--- src/rtl/serial_parallel_rx.sv ---
// Serial-to-parallel receiver: hunts for COM byte alignment on an MSB-first bit
// stream, locks after a run of aligned COMs, then delivers non-COM data bytes.
module serial_parallel_rx #(
   parameter logic [7:0]  COM_BYTE   = 8'hBC,
   parameter int unsigned LOCK_COUNT = 4
) (
   input  logic       clk_32f,
   input  logic       reset,
   input  logic       Data_in,
   output logic [7:0] Data_out,
   output logic       valid_out,
   output logic       active
);

   // state  | meaning
   // SEARCH | sliding bit-by-bit hunt for COM_BYTE
   // ALIGN  | counting consecutive COMs on the candidate byte grid
   // LOCKED | aligned; deliver non-COM bytes at each byte boundary
   typedef enum logic [1:0] {SEARCH, ALIGN, LOCKED} state_t;

   localparam logic [3:0] LOCK_N = 4'(LOCK_COUNT);

   state_t     state_q;
   logic [6:0] sr_q;
   logic [2:0] bit_cnt_q;
   logic [3:0] com_cnt_q;

   logic [7:0] word;
   logic       is_com;
   logic       boundary;

   assign word     = {sr_q, Data_in};
   assign is_com   = (word == COM_BYTE);
   assign boundary = (bit_cnt_q == 3'd7);

   always_ff @(posedge clk_32f or negedge reset) begin
      if (!reset) begin
         state_q   <= SEARCH;
         sr_q      <= '0;
         bit_cnt_q <= '0;
         com_cnt_q <= '0;
         Data_out  <= 8'h00;
         valid_out <= 1'b0;
         active    <= 1'b0;
      end else begin
         sr_q      <= word[6:0];
         bit_cnt_q <= bit_cnt_q + 3'd1;
         case (state_q)
            SEARCH: begin
               if (is_com) begin
                  // restart the byte grid so the next 8 edges form one byte
                  bit_cnt_q <= 3'd0;
                  com_cnt_q <= 4'd1;
                  if (LOCK_N == 4'd1) begin
                     state_q <= LOCKED;
                     active  <= 1'b1;
                  end else begin
                     state_q <= ALIGN;
                  end
               end
            end
            ALIGN: begin
               if (boundary) begin
                  if (is_com) begin
                     com_cnt_q <= com_cnt_q + 4'd1;
                     if (com_cnt_q + 4'd1 == LOCK_N) begin
                        state_q <= LOCKED;
                        active  <= 1'b1;
                     end
                  end else begin
                     state_q   <= SEARCH;
                     com_cnt_q <= 4'd0;
                  end
               end
            end
            LOCKED: begin
               // no realignment here: straddling COM patterns are plain data bits
               if (boundary) begin
                  if (is_com) begin
                     valid_out <= 1'b0;
                  end else begin
                     Data_out  <= word;
                     valid_out <= 1'b1;
                  end
               end
            end
            default: state_q <= SEARCH;
         endcase
      end
   end

endmodule

--- config.mk ---
export PLATFORM = sky130hd
export DESIGN_NAME = serial_parallel_rx
export DESIGN_NICKNAME = d
export VERILOG_FILES = /design/src/rtl/serial_parallel_rx.sv
export SDC_FILE = /design/constraint.sdc
export NUM_CORES = 1
export LEC_CHECK = 0
export CORE_MARGIN = 3
export CORE_UTILIZATION = 61
export CTS_BUF_LIST = sky130_fd_sc_hd__clkbuf_8
export CTS_CLUSTER_SIZE = 30
export DETAILED_ROUTE_END_ITERATION = 7
export HOLD_SLACK_MARGIN = 0.03
export PLACE_DENSITY_LB_ADDON = 0.25
export SYNTH_ARGS = -nofsm -noshare
export SYNTH_HDL_FRONTEND = slang
export SYNTH_SLANG_ARGS = --single-unit
--- constraint.sdc ---
create_clock -name clk_32f -period 3.1 [get_ports clk_32f]
set_clock_uncertainty 0.1 [all_clocks]
set_input_delay 0.465 -clock clk_32f [delete_from_list [all_inputs] [get_ports clk_32f]]
set_output_delay 0.465 -clock clk_32f [all_outputs]
set_load 0.01 [all_outputs]
==> out/metrics.csv, run 1 <==
stage,metric,value,unit
detailed_routing,drt wl/cell,16.0,µm
min_path,Hold Path Depth,0,
worst_setup_path,Setup CP Type,flip-flop to flip-flop,
logic_synthesis,largest family of logic cells by synthesized area,simple AND/OR/NAND/NOR gates,
place,number of port buffers,12,
logic_synthesis,multiplexer area fraction after synthesis,0.0880,
finish,most frequent cells in the layout,"26 x dfrtp_1, 12 x clkdlybuf4s50_1, 6 x mux2_4",
place,DP Area,1310,µm²
global_routing,GR Layer Usage met3,0.0489,
global_routing,initial antenna violation count,0,
worst_setup_path,Crit path required time,3.15,ns
logic_synthesis,Synth Area in Compound Gates,0.111,
global_routing,grt met2 use,0.295,
worst_setup_path,largest delay contributor family on the critical path,simple AND/OR/NAND/NOR gates,
logic_synthesis,synth warn,0,
clock_tree,postcts setup bufs,0,
sta,final setup violation count,0,
finish,nets,106,
worst_setup_path,crit path cell chain,ha_1 -> ha_1 -> inv_1 -> or3_4 -> nor2_8 -> mux2_4,
finish,share of the core filled with cells,0.779,
clock_tree,Clock transition at path regs,0.08,ns
power,Design Power,600,µW
place,detailed placement HPWL,1390,µm
sta,maximum clock rate,512,MHz
power,PD cells,441,nW/µm²
logic_synthesis,post-synthesis sequential area ratio,0.565,
worst_setup_path,R2R depth,6,
global_routing,pin count of the biggest net entering global routing,27,
finish,area grow syn2layout,18.2,%
sta,crit share post-route,0.629,
min_path,hold path startpoint,sr_q[5],
clock_tree,Root Buffer,clkbuf_8,
finish,antenna cells,0,
floorplanning,Die ar.,2440,µm²
finish,share of cells above drive strength 1,0.214,
worst_setup_path,worst path arrival time,2.00,ns
global_routing,grt peak-use layer,met2,
finish,Filler Cells Inserted,118,
sta,"Slew Viols, Final",0,
floorplanning,# rows,15,
floorplanning,Initial Util,0.659,
sta,RSZ-0062 raised after global routing,false,
floorplanning,Boundary Pins,13,
worst_setup_path,startpoint types,flip-flop,
detailed_routing,Avg Vias per Cell,5.80,
floorplanning,Die Y,49.4,µm
min_path,Hold WC Path Type,flip-flop to flip-flop,
logic_synthesis,simple-gate share of the synthesized area,0.174,
sta,Slew HR,0.661,
detailed_routing,final WL,1960,µm
clock_tree,Clock Tree Buf Depth,2,
clock_tree,H-Tree Depth,1,
sta,worst-margin pin slew,0.504,ns
global_routing,GRT Overall Usage,0.198,
logic_synthesis,synthesized net count,89,
detailed_routing,Pre-antenna DRT Iters,4,
worst_setup_path,R2R Path End,Data_out[0],
worst_setup_path,crit path buf inv count,1,
run,Max Cap Violations,0,
finish,final instance area,1360,µm²
worst_setup_path,crit end category,flip-flop,
min_path,WHS Endpoint,sr_q[6],
place,Final Wtd Congestion,0.890,
status,outcome,"finished, final reports clean",
finish,"most common cell after layout, fill and taps aside",dfrtp_1,
worst_setup_path,Crit-path slowest cell,or3_4,
clock_tree,CTS tree,built,
worst_setup_path,CP Max Fanout,9,
clock_tree,Hold Buf Count CTS,0,
clock_tree,Resized Gates After CTS,0,
sta,setup total negative slack,0,ns
power,sequential share of power,0.595,
logic_synthesis,synthesized area,1150,µm²
detailed_routing,routed via count,713,
worst_setup_path,Most Frequent Cell on Critical Path,ha_1,
sta,Final Critical Period,1.95,ns
worst_setup_path,R2R setup slack,1.15,ns
logic_synthesis,XOR/XNOR Fraction of Synth Area,0.00761,
logic_synthesis,adder-cell area share of the yosys netlist,0.0435,
power,Internal Power,483,µW
clock_tree,CTS buffer count,3,
power,P_sw,117,µW
worst_setup_path,reg-to-reg startpoint,bit_cnt_q[0],
power,combinational share of power,0.058,
detailed_routing,ANT nets after route,0,
floorplanning,Die X-Extent,49.4,µm
power,Clk pwr share,0.347,
clock_tree,Worst-Skew Late Latency,0.26,ns
logic_synthesis,register bit count reported by yosys,26,
sta,Hold Fails Final Rpt,0,
logic_synthesis,cells after synthesis,82,
power,Net Sw Frac,0.195,
worst_setup_path,"Largest stage delay, worst path",0.39,ns
logic_synthesis,Netlist cell types,33,
detailed_routing,initial DRC count,8,
power,leakage power,0.599,nW
global_routing,met1 Use GR,0.276,
clock_tree,clk sinks,26,
global_routing,grt ovf,0,
floorplanning,core area,1750,µm²
global_routing,first-pass GRT wire length,3640,µm
global_routing,vias in the first global route,819,
power,Worst VDD drop,447,µV
logic_synthesis,syn avg cell area,14.0,µm²
detailed_routing,DRC viols,0,
[cells in the mapped netlist]
library cell,instances,area (µm²)
dfrtp_1,26,651
mux2_4,6,90.1
ha_1,4,50.1
nand2_1,4,15.0
nor2_1,4,15.0
nor2b_1,4,25.0
and3_1,3,18.8
a32o_1,2,20.0
nand4b_1,2,17.5
nor4_1,2,12.5
o21bai_1,2,15.0
o22a_2,2,20.0
a21boi_0,1,7.51
a21o_2,1,8.76
a21oi_1,1,5.00
a221o_1,1,10.0
a22o_1,1,8.76
a41o_1,1,10.0
buf_2,1,5.00
inv_1,1,3.75
inv_2,1,3.75
mux2_2,1,11.3
nand4b_2,1,15.0
nand4bb_4,1,27.5
nor2_4,1,11.3
nor2_8,1,20.0
nor3_1,1,5.00
o22a_1,1,8.76
o22ai_1,1,6.26
o31ai_1,1,7.51
or3_1,1,6.26
or3_4,1,11.3
xnor2_1,1,8.76
[layout make-up]
type                       count  area (µm²)  share of cell area
clock buffer                   4        55.1              0.0405
sequential                    26         651               0.478
timing repair buffer          13         128              0.0938
tap                           25        31.3              0.0230
multi-input combinational     53         488               0.359
inverter                       2        7.51             0.00552
[stage by stage]
stage               cells  hold WS, ns  setup slack, ns
floorplan              82       0.0694             1.31
global placement      119        0.301             1.00
detailed placement    119        0.306            0.934
CTS                   123        0.323             1.14
global route          123        0.337             1.05
finish                123        0.318             1.15
[power by group through the flow]
| stage | Combinational [mW] | Clock [mW] | Sequential, mW |
|---|---|---|---|
| 6_report | 0.0350 | 0.208 | 0.357 |
| 5_1_grt | 0.0383 | 0.230 | 0.359 |
| 4_1_cts | 0.0358 | 0.213 | 0.357 |
| 3_5_place_dp | 0.0357 | 0 | 0.364 |
| 3_3_place_gp | 0.0348 | 0 | 0.363 |
| 2_1_floorplan | 0.0106 | 0 | 0.365 |
[routing by layer]
metal  vias to the layer above  share of wire
li1                        338              -
met1                       355           0.47
met2                        14           0.47
met3                         6          0.041
met4                         0          0.017
met5                         -              0
[sequential cells by signal (all words and copies together), names as in the netlist]
name       cells
active         1
Data_out       8
bit_cnt_q      3
com_cnt_q      4
valid_out      1
sr_q           7
state_q        2
[cells by family (layout without fill, tap and decap cells)]
family | count (synthesis) | after routing
adder cells (fa/ha/maj) | 4 | 4
multiplexers | 7 | 7
AND/OR/NAND/NOR | 26 | 26
flip-flops | 26 | 26
buffers and inverters | 3 | 19
AO/OA/AOI/OAI | 15 | 15
XOR/XNOR | 1 | 1
[how the worst max path moves through the flow]
| stage | from | endpoint | cells after the start |
|---|---|---|---|
| final | bit_cnt_q[0] | Data_out[0] | 6 |
| after global routing | bit_cnt_q[0] | Data_out[3] | 6 |
| after CTS | bit_cnt_q[0] | Data_out[3] | 6 |
| after detailed placement | Data_in | com_cnt_q[3] | 5 |
| after global placement | Data_in | com_cnt_q[3] | 5 |
| after floorplan | bit_cnt_q[0] | Data_out[0] | 6 |
Note: power is estimated with default switching activity, not from simulation.
==> run 2: changes to the inputs <==
--- a/config.mk
+++ b/config.mk
@@ -6,7 +6,7 @@
 export NUM_CORES = 1
 export LEC_CHECK = 0
 export CORE_MARGIN = 3
-export CORE_UTILIZATION = 61
+export CORE_UTILIZATION = 51
 export CTS_BUF_LIST = sky130_fd_sc_hd__clkbuf_8
 export CTS_CLUSTER_SIZE = 30
 export DETAILED_ROUTE_END_ITERATION = 7
==> constraint.sdc (replaced) <==
create_clock -name clk_32f -period 1.7 [get_ports clk_32f]
set_clock_uncertainty 0.1 [all_clocks]
set_input_delay 0.255 -clock clk_32f [delete_from_list [all_inputs] [get_ports clk_32f]]
set_output_delay 0.255 -clock clk_32f [all_outputs]
set_load 0.01 [all_outputs]
==> out/metrics.csv, run 2 (synthesized netlist as in run 1, its figures left out) <==
stage,metric,value,unit
place,Final Wtd Congestion,0.800,
clock_tree,Hold Buf Count CTS,0,
worst_setup_path,CP Max Fanout,8,
finish,most flop-heavy register,Data_out,
run,Max Cap Violations,0,
floorplanning,Initial Util,0.564,
clock_tree,H-Tree Depth,1,
worst_setup_path,Crit-path slowest cell,or3_4,
min_path,Hold WC Path Type,input port to async pin,
global_routing,vias in the first global route,787,
sta,worst setup margin,-0.105,ns
floorplanning,core area,2040,µm²
floorplanning,Die X-Extent,53.5,µm
finish,Largest regs,"Data_out x8, sr_q x7, com_cnt_q x4",
clock_tree,CTS buffer count,3,
place,detailed placement HPWL,1500,µm
power,PD cells,757,nW/µm²
sta,Final Critical Period,1.81,ns
power,Worst VDD drop,589,µV
worst_setup_path,Crit path required time,1.77,ns
finish,area grow syn2layout,27.8,%
place,DP Worst Slack,-0.187,ns
status,outcome,"complete, but fails checks",
clock_tree,Clock Tree Buf Depth,2,
finish,nets,117,
detailed_routing,Avg Vias per Cell,5.71,
floorplanning,# rows,16,
sta,Hold Fails Final Rpt,0,
sta,crit share post-route,1.06,
sta,"Slew Viols, Final",0,
sta,maximum clock rate,554,MHz
clock_tree,Clock transition at path regs,0.09,ns
worst_setup_path,worst path arrival time,1.87,ns
clock_tree,Worst-Skew Late Latency,0.27,ns
worst_setup_path,largest delay contributor family on the critical path,simple AND/OR/NAND/NOR gates,
worst_setup_path,crit path buf inv count,1,
power,Design Power,1.11,mW
worst_setup_path,crit path from,bit_cnt_q[0],
sta,worst hold slack,0.240,ns
detailed_routing,initial DRC count,14,
detailed_routing,DRC viols,0,
global_routing,GRT Overall Usage,0.183,
detailed_routing,Pre-antenna DRT Iters,4,
floorplanning,Boundary Pins,13,
status,failing checks,setup timing,
worst_setup_path,startpoint types,flip-flop,
clock_tree,Root Buffer,clkbuf_8,
finish,"most common cell after layout, fill and taps aside",dfrtp_1,
floorplanning,Die Y,53.5,µm
worst_setup_path,crit end category,flip-flop,
global_routing,pin count of the biggest net entering global routing,27,
floorplanning,Die ar.,2860,µm²
power,leakage power,0.657,nW
sta,worst-margin pin slew,0.314,ns
sta,Slew HR,0.788,
detailed_routing,routed via count,776,
finish,antenna cells,0,
worst_setup_path,Setup CP Type,flip-flop to flip-flop,
worst_setup_path,reg-to-reg startpoint,bit_cnt_q[0],
worst_setup_path,"Largest stage delay, worst path",0.37,ns
finish,max FFs per register,8,
sta,RSZ-0062 raised after global routing,true,
detailed_routing,drt wl/cell,15.6,µm
global_routing,grt ovf,0,
place,number of port buffers,12,
detailed_routing,ANT nets after route,0,
global_routing,first-pass GRT wire length,3660,µm
finish,most frequent cells in the layout,"26 x dfrtp_1, 12 x clkdlybuf4s50_1, 11 x buf_4, 6 x mux2_4",
global_routing,initial antenna violation count,0,
clock_tree,CTS tree,built,
finish,share of cells above drive strength 1,0.349,
worst_setup_path,crit path cell chain,ha_2 -> ha_4 -> inv_2 -> or3_4 -> nor2_8 -> mux2_4,
detailed_routing,final WL,2120,µm
sta,final setup violation count,9,
clock_tree,clk sinks,26,
-- run 2: layer usage --
layer,up-vias,GRT usage,wire [µm]
li1,358,-,-
met4,0,0.0894,44
met5,-,0,0
met2,25,0.308,1030
met3,5,0.0338,80
met1,388,0.224,970
-- run 2: worst paths after layout --
path,end,slack [ns],cells past startpoint
max,Data_out[3],-0.11,6
max reg2reg,Data_out[3],-0.11,6
min reg2reg,sr_q[1],0.32,0
min in group clk_32f,sr_q[1],0.32,0
min,com_cnt_q[3],0.24,2
max in group asynchronous,Data_out[6],1.01,2
-- run 2: timing repair --
action | in CTS | in global routing
resized for setup | 1 | 3
buffers inserted | 1 | 1
endpoints found under the setup margin | 7 | 12
hold endpoints to repair | 0 | 0
pin swaps | 0 | 1
-- run 2: report_power, final --
part           internal, mW  switching [mW]
clock                 0.207           0.191
sequential            0.636          0.0138
combinational        0.0393          0.0269
total                 0.883           0.232
-- run 2: area by class of cell --
| type | instances | area, µm² |
|---|---|---|
| Multi-Input combinational cell | 53 | 510 |
| Tap cell | 27 | 33.8 |
| Clock buffer | 4 | 55.1 |
| Timing Repair Buffer | 24 | 214 |
| Inverter | 2 | 7.51 |
| Sequential cell | 26 | 651 |
| Fill cell | 149 | 571 |
-- run 2: per-stage QoR --
step	std cells	TNS, ns	instance area, µm²	util
2_1_floorplan	82	-0.341	1170	-
3_3_place_gp	130	-1.26	1390	0.681
3_5_place_dp	130	-1.97	1390	0.681
4_1_cts	135	-0.682	1460	0.713
5_1_grt	136	-1.27	1470	0.721
6_report	136	-0.772	1470	0.721
-- run 2: worst reg2reg max path, stage by stage (launching register included) --
cell and delay, ns:
dfrtp_1 0.36, ha_2 0.19, ha_4 0.13, inv_2 0.03
or3_4 0.37, nor2_8 0.19, mux2_4 0.32
==> run 3: changes to the inputs <==
--- a/config.mk
+++ b/config.mk
@@ -5,6 +5,7 @@
 export SDC_FILE = /design/constraint.sdc
 export NUM_CORES = 1
 export LEC_CHECK = 0
+export CORE_ASPECT_RATIO = 1.4
 export CORE_MARGIN = 3
 export CORE_UTILIZATION = 51
 export CTS_BUF_LIST = sky130_fd_sc_hd__clkbuf_8
==> out/metrics.csv, run 3 (synthesized netlist as in run 1, its figures left out) <==
stage,metric,value,unit
finish,nets,119,
detailed_routing,drt wl/cell,16.7,µm
global_routing,vias in the first global route,815,
finish,share of the core filled with cells,0.719,
place,number of port buffers,12,
worst_setup_path,Crit-path slowest cell,dfrtp_1,
floorplanning,Die Y,62.2,µm
global_routing,GRT Overall Usage,0.172,
floorplanning,# rows,19,
clock_tree,Clock Tree Buf Depth,2,
power,leakage power,0.661,nW
place,detailed placement HPWL,1570,µm
global_routing,first-pass GRT wire length,3620,µm
clock_tree,Worst-Skew Late Latency,0.27,ns
finish,area grow syn2layout,27.7,%
min_path,Hold WC Path Type,input port to async pin,
worst_setup_path,R2R setup slack,-0.11,ns
finish,Largest regs,"Data_out x8, sr_q x7, com_cnt_q x4",
floorplanning,Initial Util,0.563,
finish,Filler Cells Inserted,146,
worst_setup_path,crit path cell chain,ha_2 -> ha_4 -> inv_2 -> or3_4 -> nor2_8 -> mux2_4,
global_routing,grt peak-use layer,met2,
floorplanning,Die ar.,2870,µm²
finish,antenna cells,0,
finish,max FFs per register,8,
sta,worst-margin pin slew,0.319,ns
power,Worst VDD drop,577,µV
floorplanning,Die X-Extent,46.2,µm
global_routing,GR Layer Usage met3,0.0347,
worst_setup_path,R2R depth,6,
power,Design Power,1.11,mW
finish,"most common cell after layout, fill and taps aside",dfrtp_1,
detailed_routing,final WL,2210,µm
clock_tree,clk sinks,26,
run,Max Cap Violations,0,
place,DP Area,1380,µm²
worst_setup_path,CP Max Fanout,8,
worst_setup_path,Setup CP Type,flip-flop to flip-flop,
floorplanning,Boundary Pins,13,
power,PD cells,755,nW/µm²
detailed_routing,Avg Vias per Cell,5.89,
finish,most flop-heavy register,Data_out,
detailed_routing,ANT nets after route,0,
detailed_routing,routed via count,777,
worst_setup_path,R2R Path End,Data_out[1],
global_routing,grt ovf,0,
status,failing checks,setup timing,
clock_tree,Root Buffer,clkbuf_8,
worst_setup_path,reg-to-reg startpoint,bit_cnt_q[0],
sta,final setup violation count,7,
worst_setup_path,startpoint types,flip-flop,
global_routing,initial antenna violation count,0,
worst_setup_path,crit end category,flip-flop,
worst_setup_path,crit path from,bit_cnt_q[0],
place,DP Worst Slack,-0.222,ns
sta,setup total negative slack,-0.610,ns
sta,Final Critical Period,1.81,ns
finish,final instance area,1470,µm²
floorplanning,core area,2040,µm²
finish,share of cells above drive strength 1,0.342,
global_routing,met1 Use GR,0.201,
finish,most frequent cells in the layout,"26 x dfrtp_1, 14 x buf_4, 12 x clkdlybuf4s50_1, 6 x mux2_4",
clock_tree,CTS buffer count,3,
clock_tree,H-Tree Depth,1,
sta,Slew HR,0.785,
detailed_routing,DRC viols,0,
detailed_routing,initial DRC count,25,
clock_tree,Clock transition at path regs,0.08,ns
sta,worst setup margin,-0.106,ns
sta,maximum clock rate,554,MHz
place,Final Wtd Congestion,0.817,
worst_setup_path,"Largest stage delay, worst path",0.36,ns
status,outcome,"complete, but fails checks",
sta,RSZ-0062 raised after global routing,true,
sta,"Slew Viols, Final",0,
sta,Hold Fails Final Rpt,0,
global_routing,grt met2 use,0.278,
detailed_routing,Pre-antenna DRT Iters,4,
sta,crit share post-route,1.06,
worst_setup_path,Crit path required time,1.76,ns
worst_setup_path,worst path arrival time,1.87,ns
global_routing,pin count of the biggest net entering global routing,27,
clock_tree,CTS tree,built,
run 3: cell types whose count changed in the layout (fill, tap and decap cells not counted), sizes merged:
cell / change
buf: +2
run 3: layer usage:
metal,vias up,share of wire,wire (µm)
met5,-,0,0
met4,0,0.025,55
met3,5,0.029,64
met2,19,0.52,1160
met1,391,0.42,929
li1,362,-,-
run 3: worst max-delay path by stage:
stage / endpoint / slack [ns] / cells after the start
6_report: Data_out[1] / -0.11 / 6
5_1_grt: Data_out[1] / -0.16 / 6
3_3_place_gp: com_cnt_q[3] / -0.14 / 5
2_1_floorplan: Data_out[0] / -0.06 / 6
3_5_place_dp: com_cnt_q[3] / -0.22 / 5
4_1_cts: Data_out[1] / -0.13 / 6
run 3: worst max-delay path: cells and delay by family, from the launching register on:
family,cells,cell delay [ns]
adder cells (fa/ha/maj),2,0.33
buffers and inverters,1,0.04
AND/OR/NAND/NOR,2,0.55
multiplexers,1,0.32
flip-flops,1,0.36
run 3: per-stage QoR:
step	std cells	hold WS, ns
finish	132	0.245
floorplan	82	-0.141
CTS	130	0.259
global route	132	0.259
global placement	124	0.297
detailed placement	124	0.285
run 3: area by class of cell:
cell class / instances / area [µm²] / share of cell area
tap: 21 / 26.3 / 0.0179
sequential: 26 / 651 / 0.443
inverter: 2 / 7.51 / 0.00511
clock buffer: 4 / 55.1 / 0.0374
timing repair buffer: 26 / 225 / 0.153
multi-input combinational: 53 / 505 / 0.344
run 3: report_power, final:
part           total [mW]  internal (mW)  switching, mW
Sequential          0.650          0.636         0.0140
Clock               0.392          0.207          0.185
Combinational      0.0671         0.0392         0.0279
Total                1.11          0.883          0.227
run 3: what timing repair did:
action	in CTS	in global routing
pin swaps	2	1
endpoints found under the setup margin	9	11
hold buffers	0	0
gates resized for setup	1	0
hold endpoints to repair	0	0
buffers inserted	3	2
cloned	0	0
